### src/rtl/fwd_pkg.sv
// Shared types for the decode-stage forwarding / hazard unit.
//   ridx_t      register tag; MSB selects FPR(1)/GPR(0), low bits are the index
//   fwd_tag_t   one in-flight destination-write entry of the tag pipeline
//   FWD_FPR_BIT position of the register-file select bit inside a tag
package fwd_pkg;

   localparam int FWD_RIDX_W  = 6;
   localparam int FWD_FPR_BIT = FWD_RIDX_W - 1;

   typedef logic [FWD_RIDX_W-1:0] ridx_t;

   typedef struct packed {
      logic  valid;
      logic  wen;
      logic  is_load;
      ridx_t dst;
   } fwd_tag_t;

endpackage

### src/rtl/fwd_src_select.sv
// Per-source producer selection.
// Scans the tag pipeline from the youngest stage (0) to the oldest and takes
// the first entry that writes the requested tag. A load winner that has not
// yet reached LOAD_RDY_STAGE reports a hazard instead of a hit.
// Ports:
//   entries   in   tag pipeline, entry k = stage k
//   src       in   source register tag (full compare, GPR/FPR never alias)
//   src_use   in   the operand is actually read
//   stage_val in   result value held in each stage, stage k at [k*DATA_W +: DATA_W]
//   hit       out  operand taken from a stage
//   val       out  forwarded value (0 when no hit)
//   hazard    out  youngest producer is a load whose data is not yet valid
module fwd_src_select
   import fwd_pkg::*;
#(
   parameter int LD             = 3,
   parameter int DATA_W         = 64,
   parameter int LOAD_RDY_STAGE = 2
) (
   input  fwd_tag_t [LD-1:0]        entries,
   input  ridx_t                    src,
   input  logic                     src_use,
   input  logic [LD*DATA_W-1:0]     stage_val,
   output logic                     hit,
   output logic [DATA_W-1:0]        val,
   output logic                     hazard
);

   logic found;

   always_comb begin
      hit    = 1'b0;
      val    = '0;
      hazard = 1'b0;
      found  = 1'b0;
      for (int k = 0; k < LD; k++) begin
         if (!found && src_use && entries[k].valid && entries[k].wen &&
             (entries[k].dst == src)) begin
            found = 1'b1;
            if (entries[k].is_load && (k < LOAD_RDY_STAGE)) begin
               hazard = 1'b1;
            end else begin
               hit = 1'b1;
               val = stage_val[k*DATA_W +: DATA_W];
            end
         end
      end
   end

endmodule

### src/rtl/fwd_hazard_unit.sv
// Decode-stage forwarding control with its own in-flight destination tag
// pipeline. For each source operand it selects the youngest matching producer,
// forwards that stage's value, and stalls decode on a load-use hazard.
// Optional feature: define FWD_STALL_CNT_EN to add a saturating 32-bit
// stall_cnt output counting stalled cycles (cleared by rst).
// Ports:
//   clk, rst       clock, synchronous active-high reset
//   dec_valid      decode slot holds an instruction
//   dec_wen        decoded instruction writes dec_wdst
//   dec_wdst       destination tag
//   dec_is_load    decoded instruction is a load
//   dec_src_use    per-source operand read flag
//   dec_src        source tags, source j at [j*RIDX_W +: RIDX_W]
//   stage_val      result value in each post-decode stage
//   flush          kill all in-flight entries
//   stall          hold decode this cycle
//   issue          decode instruction enters stage 0 this cycle
//   fwd_hit        source j is forwarded from a stage
//   fwd_val        forwarded value, source j at [j*DATA_W +: DATA_W]
//   stall_cnt      (FWD_STALL_CNT_EN only) stalled-cycle count
module fwd_hazard_unit
   import fwd_pkg::*;
#(
   parameter int LD             = 3,
   parameter int NSRC           = 3,
   parameter int RIDX_W         = FWD_RIDX_W,
   parameter int DATA_W         = 64,
   parameter int LOAD_RDY_STAGE = 2
) (
   input  logic                     clk,
   input  logic                     rst,
   input  logic                     dec_valid,
   input  logic                     dec_wen,
   input  logic [RIDX_W-1:0]        dec_wdst,
   input  logic                     dec_is_load,
   input  logic [NSRC-1:0]          dec_src_use,
   input  logic [NSRC*RIDX_W-1:0]   dec_src,
   input  logic [LD*DATA_W-1:0]     stage_val,
   input  logic                     flush,
   output logic                     stall,
   output logic                     issue,
   output logic [NSRC-1:0]          fwd_hit,
   output logic [NSRC*DATA_W-1:0]   fwd_val
`ifdef FWD_STALL_CNT_EN
   ,
   output logic [31:0]              stall_cnt
`endif
);

   if (LOAD_RDY_STAGE >= LD) begin : g_bad_rdy
      $error("fwd_hazard_unit: LOAD_RDY_STAGE must be below LD");
   end
   if (RIDX_W != FWD_RIDX_W) begin : g_bad_ridx
      $error("fwd_hazard_unit: RIDX_W must match fwd_pkg::FWD_RIDX_W");
   end

   fwd_tag_t [LD-1:0] entries;
   fwd_tag_t          dec_tag;
   logic [NSRC-1:0]   hazard;

   always_comb begin
      dec_tag         = '0;
      dec_tag.valid   = 1'b1;
      dec_tag.wen     = dec_wen;
      dec_tag.is_load = dec_is_load;
      dec_tag.dst     = dec_wdst;
   end

   for (genvar j = 0; j < NSRC; j++) begin : g_src
      logic              hit_j;
      logic [DATA_W-1:0] val_j;

      fwd_src_select #(
         .LD             (LD),
         .DATA_W         (DATA_W),
         .LOAD_RDY_STAGE (LOAD_RDY_STAGE)
      ) u_sel (
         .entries   (entries),
         .src       (dec_src[j*RIDX_W +: RIDX_W]),
         .src_use   (dec_src_use[j]),
         .stage_val (stage_val),
         .hit       (hit_j),
         .val       (val_j),
         .hazard    (hazard[j])
      );

      // Reset forces every output low; flush still lets forwarding compute.
      assign fwd_hit[j]                    = hit_j & ~rst;
      assign fwd_val[j*DATA_W +: DATA_W]   = rst ? '0 : val_j;
   end

   assign stall = dec_valid & (|hazard) & ~flush & ~rst;
   assign issue = dec_valid & ~stall & ~flush & ~rst;

   // A stalled instruction inserts a bubble while older entries keep moving,
   // so a load-use stall releases on its own.
   always_ff @(posedge clk) begin
      if (rst || flush) begin
         entries <= '0;
      end else begin
         for (int k = LD-1; k > 0; k--) begin
            entries[k] <= entries[k-1];
         end
         entries[0] <= issue ? dec_tag : '0;
      end
   end

`ifdef FWD_STALL_CNT_EN
   always_ff @(posedge clk) begin
      if (rst) begin
         stall_cnt <= '0;
      end else if (stall && (stall_cnt != 32'hFFFF_FFFF)) begin
         stall_cnt <= stall_cnt + 32'd1;
      end
   end
`endif

endmodule

### config.mk
export PLATFORM = sky130hd
export DESIGN_NAME = fwd_hazard_unit
export DESIGN_NICKNAME = d
export VERILOG_FILES = /design/src/rtl/fwd_pkg.sv /design/src/rtl/fwd_src_select.sv /design/src/rtl/fwd_hazard_unit.sv
export SDC_FILE = /design/constraint.sdc
export NUM_CORES = 1
export LEC_CHECK = 0
export ABC_AREA = 0
export ABC_CLOCK_PERIOD_IN_PS = 7620
export CORE_AREA = 2 2 164 166
export DETAILED_ROUTE_END_ITERATION = 6
export DIE_AREA = 0 0 166 168
export PLACE_DENSITY = 0.58
export REMOVE_ABC_BUFFERS = 1
export SYNTH_ARGS = -nofsm -noshare
export SYNTH_HDL_FRONTEND = slang
export SYNTH_SLANG_ARGS = --single-unit
### constraint.sdc
create_clock -name clk -period 7.62 [get_ports clk]
set_clock_uncertainty 0.1 [all_clocks]
set_input_delay 1.143 -clock clk [delete_from_list [all_inputs] [get_ports clk]]
set_output_delay 1.143 -clock clk [all_outputs]
set_load 0.05 [all_outputs]
After elaboration in Yosys (flattened, before gate mapping). Cells that the tools add are included.

Eq/ne operators: 9. Muxes and demuxes: 46. Bitwise gates (word level): 13. Reductions and logical operators: 42.

Operators with widths (count): two-way mux 64 bit (16); == test 6 bit (9); logical AND 1 bit (33); two-way mux 1 bit (29); AND 1 bit (9); two-way mux 9 bit (1); logical NOT 1 bit (6); inverter 1 bit (4); OR reduction 3 bit (1); OR reduction 2 bit (1); logical OR 1 bit (1).

Bits in registers: 26. Logic and storage cells: 121.

Depth between registers and ports, before layout.
Depth in word-level cells: 20. Mapped depth: 8.

By module. From an unflattened synthesis, not the netlist that was laid out.

Cells, all modules: 1107. Area total of the unflattened synthesis: 7098.1 um^2.

By module, submodules not included: fwd_src_select (instances 3, cells an instance 276, area an instance 1667.8 um^2, seq. area each 0.0 um^2); fwd_hazard_unit (instances 1, cells an instance 279, area an instance 2094.5 um^2, seq. area each 540.5 um^2).

Worst setup path before layout. No wires, ideal clock.

Path kind: in2out. Start point: in dec_src[14]. End point: out fwd_val[158]. Arrival time: 3.932 ns. Slack: 2.445 ns. Stages on the path: 7. Path through: xor2_1 or4_4 nor4_4 nor3b_2 buf_2 a32oi_1 a211oi_1.

Cells in the longest elaborated chain, start to end: 16.

RTL lines: from (decl) (line fwd_hazard_unit.sv:37) `input logic [NSRC*RIDX_W-1:0] dec_src,`; == test 6 bit (line fwd_src_select.sv:38) `(entries[k].dst == src)) begin`; logical AND 1 bit (line fwd_src_select.sv:37) `if (!found && src_use && entries[k].valid && entries[k].wen &&`; two-way mux 1 bit (line fwd_src_select.sv:37); logical NOT 1 bit (line fwd_src_select.sv:37); logical AND 1 bit (4 in a row) (line fwd_src_select.sv:37); two-way mux 1 bit (line fwd_src_select.sv:37); logical NOT 1 bit (line fwd_src_select.sv:37); logical AND 1 bit (4 in a row) (line fwd_src_select.sv:37); two-way mux 64 bit (*) (line fwd_src_select.sv:37); two-way mux 64 bit (*) (line fwd_hazard_unit.sv:89) `assign fwd_val[j*DATA_W +: DATA_W] = rst ? '0 : val_j;`; to (decl) (line fwd_hazard_unit.sv:43) `output logic [NSRC*DATA_W-1:0] fwd_val`.

Every way passes the cells marked *; elsewhere a longest branch is shown, timed or not.

Final worst setup path.
Start point: in dec_src[4]. End point: out fwd_val[51].

Same word-level chain as after synthesis.

==> results_dict.tcl <==
set metrics [dict create \
    grt_pass1_vias 9030 \
    clock-sinks 26 \
    drc 0 \
    period_minus_slack_ps 6160 \
    clkTransAtPathRegs_ps 60 \
    stdcell_count 1611 \
    ys_seq_elements 26 \
    hold_path_end "entries[26]" \
    cts_made_buffers 3 \
    slew_headroom_pct 29.8 \
    async_flop_share_pct 0 \
    largest_reg_flops 26 \
    status "complete, no violations" \
    rsz0062_at_grt "false" \
    slew_viol_final 0 \
    drt_wl_total_um 37100 \
    die_width_um 166 \
    grt_antenna_before_repair 3 \
    initial_core_util_pct 21.9 \
    grt_pass1_wl_um 55100 \
    core_area_um2 26400 \
    worstReg2RegStart "entries[4]" \
    cp-startpoint "dec_src[4]" \
    seqPwrFrac_pct 27.5 \
    nets 1494 \
    power.internal_uw 367 \
    grt_usage_pct 24.8 \
    die_h_um 168 \
    clockRootBuffer "clkbuf_16" \
    cp.depth 9 \
    port_buffers 421 \
    syn_inst 915 \
    holdPathStages 1 \
    synth_edf_count 0 \
    area_growth_pct 79.7 \
    drt-pass1-iter-count 5 \
    yosys_warnings 0 \
    fp.dieArea_um2 27900 \
    worstPathMaxFanout 36 \
    vias_per_cell 5.56 \
    power.share.clock_pct 29.4 \
    h-tree-depth 1 \
    finalSetupViolations 0 \
    synth_area_um2 5760 \
    power.leakage_uw 0.00354 \
    std_cell_rows 60 \
    final_util_pct 39.3 \
    placed_cells 1605 \
    post_cts_resized 0 \
    synth-seq-area-share_pct 9.04 \
    power.switching_uw 145 \
    synth_cell_types 40 \
    synthMuxAreaShare_pct 0 \
    dp_hpwl_um 26800 \
    syn_area_per_cell_um2 6.29 \
    slowest_delay_ps 860 \
    route.vias.total 8954 \
    synth_top_family_by_area "simple AND/OR/NAND/NOR gates" \
    hold_start "entries[17]" \
    r2r-end "entries[3]" \
    cts_setup_buffers 0 \
    wl_per_cell_um 23.0 \
    hold_viol 0 \
    cts_tree "built" \
    cp.required_ps 6380 \
    path_buf_inv 3 \
    grt_max_degree 73 \
    fmax_ghz 0.162 \
    hold_slack_ps 363 \
    synthAdderAreaFrac_pct 0 \
    gp_congestion 0.954 \
    start_kind "primary input" \
    clk_latency_ps 260 \
    ys.flop_type "dfxtp_1" \
    critical_path_class "in -> out" \
    hp-class "reg -> reg" \
    final_layout_size_suffix_gt1_share_pct 4.26 \
    critPathMostFrequentCell "clkdlybuf4s50_1" \
    comb_power_share_pct 43.1 \
    ant_nets 0 \
    grt_overflow_total 0 \
    cts_hold_buf 0 \
    synth_compound_area_share_pct 32.2 \
    clk_path_buf_depth 2 \
    critPathSlowestCell "clkdlybuf4s50_1" \
    drt_iter0_drc 756 \
    arrival_ps 4910 \
    power.density_nw_per_um2 49.4 \
    switching_share_pct 28.3 \
    min_period_over_period_pct 80.8 \
    rr_worst_depth 7 \
    crit_family "simple AND/OR/NAND/NOR gates" \
    synth_xor_xnor_area_share_pct 8.21 \
    worstPathCellList "clkdlybuf4s50_1 -> xor2_1 -> or4_4 -> nor4_4 -> or3_2 -> buf_12 -> nor2_1 -> nor3_1 -> clkdlybuf4s50_1" \
    p_total_uw 512 \
    regMostFlops "entries" \
    cp-end-kind "primary output" \
    reg2reg_slack_ps 4690 \
    peakVddDrop_mv 0.0613 \
    tightest_slew_ps 1050 \
    ios 422 \
    maxCapViolations 0 \
    synth_simple_gate_area_share_pct 42.7 \
    reg_top3 "entries (26)" \
]
==> synth_stat cells, types with 2 or more instances <==
cell	instances	share of area, %
nor2_1	233	15
nor3_1	120	10
a221o_1	65	11
a211oi_1	64	8.3
clkbuf_1	64	4.2
a221oi_1	56	8.5
nand2_1	50	3.3
xor2_1	40	6.1
nor2b_1	32	3.5
and2_1	30	3.3
dfxtp_1	26	9.0
buf_2	25	2.2
a21oi_1	20	1.7
nor3b_1	15	2.0
xnor2_1	14	2.1
o21bai_1	9	1.2
nand3_1	6	0.52
buf_6	5	0.98
nor4_1	5	0.54
nor3_2	4	0.70
nand2b_1	3	0.33
nor4b_2	3	0.78
or3_1	3	0.33
a32oi_1	2	0.30
buf_4	2	0.26
nor4_4	2	0.74
o31a_1	2	0.30
or4_1	2	0.26
or4_4	2	0.39
==> cell type report <==
cell class | count | area, um^2
fillers | 2791 | 16000
multi-input cells | 790 | 4870
repair buffers | 446 | 4410
flip-flops and latches | 26 | 520
well taps | 341 | 427
clock buffers | 3 | 75.1
clock inverters | 1 | 30.0
inverters | 2 | 7.51
diodes | 2 | 5.00
==> power by group through the flow <==
stage | registers [uW] | logic [uW] | clock network, uW
after floorplan | 144 | 44.6 | 0
after global placement | 144 | 218 | 0
after detailed placement | 144 | 218 | 0
after CTS | 141 | 219 | 153
after global routing | 141 | 234 | 159
final | 141 | 220 | 150
==> cells in the final DEF (no fill, tap or decap), types with 26 or more instances in the layout <==
| cell type | count |
|---|---|
| xor2_1 | 40 |
| a221o_1 | 65 |
| a221oi_1 | 56 |
| dfxtp_1 | 26 |
| nor2b_1 | 32 |
| nor3_1 | 117 |
| a211oi_1 | 64 |
| nand2_1 | 49 |
| nor2_1 | 231 |
| and2_1 | 29 |
| clkdlybuf4s50_1 | 420 |
==> metrics by stage <==
step	setup slack [ps]	area, um^2	TNS (ps)
after floorplan	-27.6	5320	-221
after global placement	1480	10200	0
after detailed placement	1470	10200	0
after CTS	1470	10300	0
after global routing	1290	10300	0
final	1460	10300	0
==> worst max path at each step <==
stage	to	slack [ps]
after global routing	fwd_val[54]	1290
after CTS	fwd_val[51]	1470
after floorplan	fwd_val[0]	-30
after detailed placement	fwd_val[51]	1470
final	fwd_val[51]	1460
after global placement	fwd_val[51]	1480
==> logic make-up (layout without fill, tap and decap cells) <==
| logic type | Yosys count | after routing |
|---|---|---|
| AND/OR/NAND/NOR | 514 | 514 |
| other | 0 | 2 |
| flip-flops | 26 | 26 |
| XOR/XNOR | 54 | 54 |
| AO/OA/AOI/OAI | 222 | 222 |
| buffers and inverters | 99 | 452 |
==> metal layers <==
layer  vias up  global-route usage (%)  part of all wire (%)
met1      4254                    30.6                    41
met2       529                    42.7                    47
li1       4094                       -                     -
met4         2                    8.58                   3.3
met5         -                       0                 0.030
met3        75                    5.17                   8.5
(Power assumes the default switching activity.)
